[src/rtl/seg7_scan_decoder.sv]
// Receive-side decoder for a multiplexed active-low 7-segment scan bus.
// Define SEG7_SCAN_ERRCNT_EN to build the saturating err_count counter.
module seg7_scan_decoder #(
    parameter int unsigned SETTLE_CYCLES = 4,
    parameter int unsigned TIMEOUT_BITS  = 16
) (
    input  logic       clk,
    input  logic       rst,
    input  logic [3:0] seg_digit_n,
    input  logic [6:0] seg_display_n,
    output logic [3:0] char0,
    output logic [3:0] char1,
    output logic [3:0] char2,
    output logic [3:0] char3,
    output logic [9:0] value,
    output logic       value_valid,
    output logic       arrow_up,
    output logic       arrow_down,
    output logic       frame_done,
    output logic       err_pulse,
    output logic       stale,
    output logic [7:0] err_count
);

    typedef enum logic [1:0] {IDLE, COLLECT, STALE} state_t;

    localparam logic [7:0] SETTLE    = 8'(SETTLE_CYCLES);
    localparam logic [7:0] SETTLE_M1 = 8'(SETTLE_CYCLES - 1);
    localparam logic [TIMEOUT_BITS-1:0] IDLE_MAX  = '1;
    localparam logic [TIMEOUT_BITS-1:0] IDLE_LAST = {{(TIMEOUT_BITS-1){1'b1}}, 1'b0};
    localparam logic [TIMEOUT_BITS-1:0] IDLE_ONE  = {{(TIMEOUT_BITS-1){1'b0}}, 1'b1};

    logic [3:0]  digit_s1, digit_s2;
    logic [6:0]  disp_s1, disp_s2;
    logic [10:0] prev_bus;
    logic [7:0]  stable_cnt;
    logic [TIMEOUT_BITS-1:0] idle_cnt;

    state_t      state;
    logic [3:0]  seen;
    logic [3:0]  shadow [4];

    logic        bus_same, fire;
    logic        anode_ok, anode_blank;
    logic [1:0]  pos;
    logic [3:0]  pos_bit;
    logic [3:0]  code;
    logic        seg_ok;
    logic        valid_sample, err_now;
    logic        frame_digits_ok;
    logic [9:0]  frame_value;

    always_ff @(posedge clk or posedge rst) begin
        if (rst) begin
            digit_s1   <= '1;
            digit_s2   <= '1;
            disp_s1    <= '1;
            disp_s2    <= '1;
            prev_bus   <= '1;
            stable_cnt <= '0;
        end else begin
            digit_s1 <= seg_digit_n;
            digit_s2 <= digit_s1;
            disp_s1  <= seg_display_n;
            disp_s2  <= disp_s1;
            prev_bus <= {digit_s2, disp_s2};
            if (!bus_same)
                stable_cnt <= '0;
            else if (stable_cnt != SETTLE)
                stable_cnt <= stable_cnt + 8'd1;
        end
    end

    // Sample exactly once per dwell: on the step that takes stable_cnt to SETTLE.
    assign bus_same = ({digit_s2, disp_s2} == prev_bus);
    assign fire     = bus_same && (stable_cnt == SETTLE_M1);

    always_comb begin
        anode_ok    = 1'b1;
        anode_blank = 1'b0;
        pos         = 2'd0;
        case (digit_s2)
            4'b1110: pos = 2'd0;
            4'b1101: pos = 2'd1;
            4'b1011: pos = 2'd2;
            4'b0111: pos = 2'd3;
            4'b1111: begin
                anode_ok    = 1'b0;
                anode_blank = 1'b1;
            end
            default: anode_ok = 1'b0;
        endcase
    end

    always_comb begin
        seg_ok = 1'b1;
        code   = 4'd12;
        case (disp_s2)
            7'b1000000: code = 4'd0;
            7'b1111001: code = 4'd1;
            7'b0100100: code = 4'd2;
            7'b0110000: code = 4'd3;
            7'b0011001: code = 4'd4;
            7'b0010010: code = 4'd5;
            7'b0000010: code = 4'd6;
            7'b1111000: code = 4'd7;
            7'b0000000: code = 4'd8;
            7'b0010000: code = 4'd9;
            7'b0111111: code = 4'd10;
            7'b1011100: code = 4'd14;
            7'b1100011: code = 4'd15;
            7'b1111111: code = 4'd11;
            default:    seg_ok = 1'b0;
        endcase
    end

    assign pos_bit      = 4'b0001 << pos;
    assign valid_sample = fire && anode_ok;
    assign err_now      = fire && ((!anode_ok && !anode_blank) || (anode_ok && !seg_ok));

    assign frame_digits_ok = (shadow[0] <= 4'd9) && (shadow[1] <= 4'd9) && (shadow[2] <= 4'd9);
    assign frame_value     = 10'(shadow[2]) * 10'd100 + 10'(shadow[1]) * 10'd10 + 10'(shadow[0]);

    always_ff @(posedge clk or posedge rst) begin
        if (rst) begin
            state       <= IDLE;
            seen        <= '0;
            idle_cnt    <= '0;
            for (int unsigned i = 0; i < 4; i++) shadow[i] <= 4'd11;
            char0       <= 4'd11;
            char1       <= 4'd11;
            char2       <= 4'd11;
            char3       <= 4'd11;
            value       <= '0;
            value_valid <= 1'b0;
            arrow_up    <= 1'b0;
            arrow_down  <= 1'b0;
            frame_done  <= 1'b0;
            err_pulse   <= 1'b0;
            stale       <= 1'b0;
        end else begin
            frame_done <= 1'b0;
            err_pulse  <= err_now;

            if (valid_sample)
                idle_cnt <= '0;
            else if (state != IDLE && idle_cnt != IDLE_MAX)
                idle_cnt <= idle_cnt + IDLE_ONE;

            if (valid_sample)
                shadow[pos] <= code;

            case (state)
                IDLE: begin
                    if (valid_sample) begin
                        state <= COLLECT;
                        seen  <= pos_bit;
                    end
                end
                COLLECT: begin
                    // Publishing reads the old shadow; a sample landing now opens the next frame.
                    if (seen == 4'b1111) begin
                        char0       <= shadow[0];
                        char1       <= shadow[1];
                        char2       <= shadow[2];
                        char3       <= shadow[3];
                        value_valid <= frame_digits_ok;
                        if (frame_digits_ok)
                            value <= frame_value;
                        arrow_up    <= (shadow[3] == 4'd14);
                        arrow_down  <= (shadow[3] == 4'd15);
                        frame_done  <= 1'b1;
                        seen        <= valid_sample ? pos_bit : 4'b0000;
                    end else if (valid_sample) begin
                        seen <= seen | pos_bit;
                    end
                    if (!valid_sample && idle_cnt == IDLE_LAST) begin
                        state <= STALE;
                        stale <= 1'b1;
                        seen  <= '0;
                    end
                end
                STALE: begin
                    if (valid_sample) begin
                        state <= COLLECT;
                        stale <= 1'b0;
                        seen  <= pos_bit;
                    end
                end
                default: state <= IDLE;
            endcase
        end
    end

`ifdef SEG7_SCAN_ERRCNT_EN
    always_ff @(posedge clk or posedge rst) begin
        if (rst)
            err_count <= '0;
        else if (err_pulse && err_count != 8'hFF)
            err_count <= err_count + 8'd1;
    end
`else
    assign err_count = '0;
`endif

endmodule

[config.mk]
export PLATFORM = sky130hd
export DESIGN_NAME = seg7_scan_decoder
export DESIGN_NICKNAME = d
export VERILOG_FILES = /design/src/rtl/seg7_scan_decoder.sv
export SDC_FILE = /design/constraint.sdc
export NUM_CORES = 1
export LEC_CHECK = 0
export ABC_AREA = 1
export BUFFER_PORTS_ARGS = -buffer_cell sky130_fd_sc_hd__buf_2
export CAP_MARGIN = 10
export CORE_ASPECT_RATIO = 0.9
export CORE_UTILIZATION = 55
export CTS_BUF_LIST = sky130_fd_sc_hd__clkbuf_8
export DETAILED_ROUTE_END_ITERATION = 6
export PLACE_DENSITY = 0.75
export SLEW_MARGIN = 10
export SYNTH_ARGS = -nofsm -noshare
export SYNTH_HDL_FRONTEND = slang
export SYNTH_SLANG_ARGS = --single-unit
[constraint.sdc]
create_clock -name clk -period 8.7 [get_ports clk]
set_clock_uncertainty 0.15 [all_clocks]
set_input_delay 0.435 -clock clk [delete_from_list [all_inputs] [get_ports clk]]
set_output_delay 0.435 -clock clk [all_outputs]
set_load 0.05 [all_outputs]
-- Yosys cells after proc, flatten, opt, wreduce, memory -nomap -nowiden
Cells that the tools add are included.
- bits in registers: 111
- bits of input ports: 13
- output and inout port bits: 40
- logic and storage cells: 126
- add/sub/neg operators: 4
- multiply operators: 2
- $lt $le $gt $ge: 5
- equality and inequality tests: 33
- shift operators: 1
- muxes and demuxes: 26
- bitwise gates (word level): 2
- reductions and logical operators: 29
- operator list (cell ; count):
    $pmux W4 S14 ; 1
    $eq A7 B7 Y1 const B ; 6
    $mux W16 ; 2
    $eq A4 B4 Y1 const B ; 7
    $mux W4 ; 6
    $eq A7 B5 Y1 const B ; 3
    $eq A7 B6 Y1 const B ; 3
    $add A16 B1 Y16 const B ; 1
    $bwmux W16 ; 1
    $eq A16 B16 Y1 const B ; 1
    $mux W8 ; 2
    $ne A16 B16 Y1 const B ; 1
    $reduce_or A14 Y1 ; 1
    $le A4 B4 Y1 const B ; 3
    $eq A11 B11 Y1 ; 1
    $add A10 B4 Y10 ; 1
    $add A10 B8 Y10 ; 1
    $logic_and A1 B1 Y1 ; 10
    $reduce_and A3 Y1 ; 3
    $add A8 B1 Y8 const B ; 1
    $demux W4 S2 ; 1
    $eq A8 B2 Y1 const B ; 1
    $mul A4 B5 Y8 const B ; 1
    $ne A8 B3 Y1 const B ; 1
    other kinds (27) ; 43

-- Depth between registers and ports, before layout
- depth in word-level cells: 8
- mapped depth: 14
- gate-level depth less buffers: 13

-- Worst setup path after synthesis
Ideal clock, no wire load.
- path kind: flip-flop to flip-flop
- start: register shadow[9] (netlist bit)
- end: register value[8]
- setup time: 128 ps
- arrival: 2713 ps
- data required time: 8422 ps
- slack: 5709 ps
- cell stages (with the launch flop): 13
- buffers on the path: 0
- clock period less this slack: 2991 ps
- path through: dfstp_2 ha_1 ha_1 fa_1 ha_1 ha_1 a21oi_1 nand2_1 a21oi_1 nor2_1 nor2_1 xor2_1 o21ai_0
- word-level cells in the longest chain between the ends: 4
- elaborated cells between the ends (all ways): 7
- those cells by class: 2 x add/sub; 1 x mul; 1 x order compare; 3 x reduce/logical
- RTL lines (what ; line ; RTL):
    from (decl) ; 41 ; logic [3:0] shadow [4];
    from (signal, indexed assignment) ; 151 ; shadow[pos] <= code;
    branches (longest 4 deep; another with $add A10 B8 Y10) ; n/a ;
    to (signal assigned) ; 169 ; value <= frame_value;
    to (decl) ; 15 ; output logic [9:0] value,
Parallel ways; which one is timed is not known.
A chain may end at the register's enable or synchronous reset.

-- Worst setup path in the final report
Ends and elaborated chain as after synthesis.

==> impl_results.md <==
- Status: finished clean
- Fin cells: around 840
- Total Nets Final: 760
- Core ar.: 9870 sq um
- Met3 wire len: 388 um
- M1 WL: 4980 um
- Vias per cell: about 5.2
- Setup_tns: 0 ns
- Worst setup margin: 5.50 ns
- Largest family of logic cells by synthesized area: simple AND/OR/NAND/NOR gates
- Critical Path Stages: 12
- Syn Inst Count: roughly 650
- Clk root buf: clkbuf_8
- DRC violations left: 0
- Min cycle time layout: 3.20 ns
- Fin crit share: about 37%
- Most frequent cells in the layout: nand2_1, inv_1, dfstp_2
- Max Fanout on Critical Path: 4
- Synth Area in Compound Gates: under 10%
- Initial Util: 57.8%
- Antenna Cells: 0
- Ports: 53
- Final core occ: 64.0%
- Synth Area in XOR/XNOR: under 10%
- Drt first pass iters: 5
- GRT overflow: 0
- Ys async rst share: 100%
- Cell family with most CP delay: adder cells
- CTS Buffer Depth: 2
- Slew HR: between 50% and 60%
- Critical path's slowest cell: dfstp_2
- Simple-Gate Fraction of Synth Area: 22.1%
- Area delta synth->final: 10.9%
- Multiplexer share of the synthesized area: 0%
- Postcts setup bufs: 0
- WHS: 0.199 ns
- Slew Viols, Final: 0
- VDD IR max: 0.151 mV
- Tot GR Track Use: between 20% and 30%
- Top post-synthesis cells by area: dfstp_2, dfrtp_1, nand2_1, ha_1, inv_1
- Clock Sinks: approximately 110
- Syn Area/Cell: 8.74 sq um
- Cell mode on critical path: ha_1
- Post-synth top area share: 26.3%
- Lkg Pwr: 0.00317 uW
- PD cells: 138 nW/um^2
- Largest net degree at the start of global routing: 60
- Clock latency at the later pin of the worst-skew pair: 0.37 ns
- Die area: 10800 sq um
- Synthesis-stage register bit count: 111
- RR Startpoint: shadow[9]
- CTS tree: done
- Chip width: 109 um
- H-tree Lvls: 3
- Iteration-0 DRC Markers: 259
- Endpoints failing setup: 0
- Layout cell share with drive strength beyond 1: a little under 20%
- Yosys cell types: 46
- Number of flops mapped to enable cells by yosys: 0
- Endpoint type of the worst setup path: flip-flop
- Hold EP: disp_s2[2]
- Register area share after synthesis: around 50%
- Hold path startpoint: disp_s1[2]
- HP Class: reg -> reg
- WP buf/inv: 0
- Commonest non-fill, non-tap cell in the layout: nand2_1
- Final hold violations: 0
- Synth Area in Adders: 8.34%
- # placed instances: 815
- Slew @ Worst Pin: around 0.7 ns
- Vias in the first global route: about 4000
- Initial antenna violation count: 0
- Met2 WL: 5390 um
- Hold Crit Depth: 0
- Post-synth top area cell: dfstp_2
- Final Wtd Congestion: 0.879
- Ys Warns: 0
- CP Class: reg -> reg
- Setup WS pre-CTS: roughly 5.5 ns
- RSZ-0062 raised after global routing: no
- Max-cap violations: 0
- R2R Setup Slk: about 5.5 ns
- Crit path required time: 8.80 ns
- Detail Placement HPWL: 8000 um
- Post-Synthesis Cell Area: 5700 sq um
- Top Metal Used: met4
- CP Launch Type: flip-flop
- Clk slew on worst S/H paths: 0.11 ns
- First-pass GRT wire length: 18500 um
- Top FF cell, synth: dfstp_2
- Die height: 98.6 um
- Crit path DAT: around 3.3 ns
- Wire per inst: 12.9 um
- Largest stage delay, worst path: 0.58 ns
- Routed Antenna Nets: 0
- Vias: 4393
- Worst Reg2Reg Path Length in Cells: 12
- Top achievable clock speed: 312 MHz
- # rows: 34
- CP Cell Sequence: ha_1 -> ha_1 -> fa_1 -> ha_1 -> ha_1 -> a21oi_1 -> nand2_1 -> a21oi_1 -> nor2_1 -> nor2_1 -> xor2_1 -> o21ai_0
- Routed WL: 10900 um
- Worst R2R End: value[8]
- Port bufs: 44
- Clock buffer count from CTS: 9
cell families after synthesis:
logic type / Yosys count
xor gates and xnor gates: 23
and+or+nand+nor: 290
AOI/OAI and AO/OA: 92
other: 1
buffers and inverters: 100
DFF: 111
adders and majority gates: 35
per-stage QoR:
step | power [uW] | cell area [sq um]
floorplan | 581 | 5730
global placement | 588 | 6020
detailed placement | 590 | 6020
CTS | 884 | 6320
global route | 911 | 6320
finish | 874 | 6320
power breakdown:
| part | internal [uW] | total, uW | switching (uW) |
|---|---|---|---|
| combinational | 13.6 | 46.6 | 33.0 |
| clock | 108 | 289 | 181 |
| sequential | 531 | 538 | 7.57 |
worst max path at each step:
stage / from / end / slack [ns]
finish: shadow[9] / value[8] / 5.50
global route: shadow[4] / value[8] / 5.35
CTS: shadow[9] / value[8] / 5.52
detailed placement: shadow[9] / value[8] / 5.52
global placement: shadow[9] / value[8] / 5.60
floorplan: rst / arrow_down / 5.28
routing by layer:
layer / GRT usage, % / up-vias
met4: 6.05 / 0
met1: 28.0 / 2087
li1: - / 2193
met2: 37.6 / 99
met5: 0 / -
met3: 4.63 / 14
state kept, by name, summed over array words and instances, names as in the netlist, 2 cells and up:
signal	flops
idle_cnt	16
shadow	16
char0	4
char2	4
disp_s2	7
state	2
stable_cnt	8
prev_bus	11
value	10
char1	4
digit_s1	4
char3	4
disp_s1	7
digit_s2	4
seen	4
synthesized netlist by cell type, types with 2 or more instances:
master,number
inv_2,3
nor3_1,13
buf_4,9
a31oi_1,2
xnor2_1,13
nand4_1,13
clkinv_1,4
ha_1,30
buf_2,2
xor2_1,10
a211oi_1,2
dfrtp_1,54
fa_1,5
o31ai_1,3
o21ai_1,4
nand2_2,4
nor2_2,3
clkbuf_1,4
a21oi_1,23
nand3_1,24
nor2_1,49
dfstp_2,57
o21ai_0,50
inv_1,77
nand2_1,173
layout make-up:
class | count | area [sq um]
well taps | 126 | 158
multi-input cells | 448 | 2470
flip-flops and latches | 111 | 2850
clock buffers | 9 | 124
fillers | 838 | 3550
repair buffers | 57 | 348
inverters | 85 | 323
clock inverters | 7 | 53.8
repair_timing:
| item | in CTS | in global routing |
|---|---|---|
| endpoints found under the hold margin | 16 | 0 |
| hold buffers | 12 | 0 |
| resized for setup | 0 | 0 |
Power figures use the tool's default switching activity.
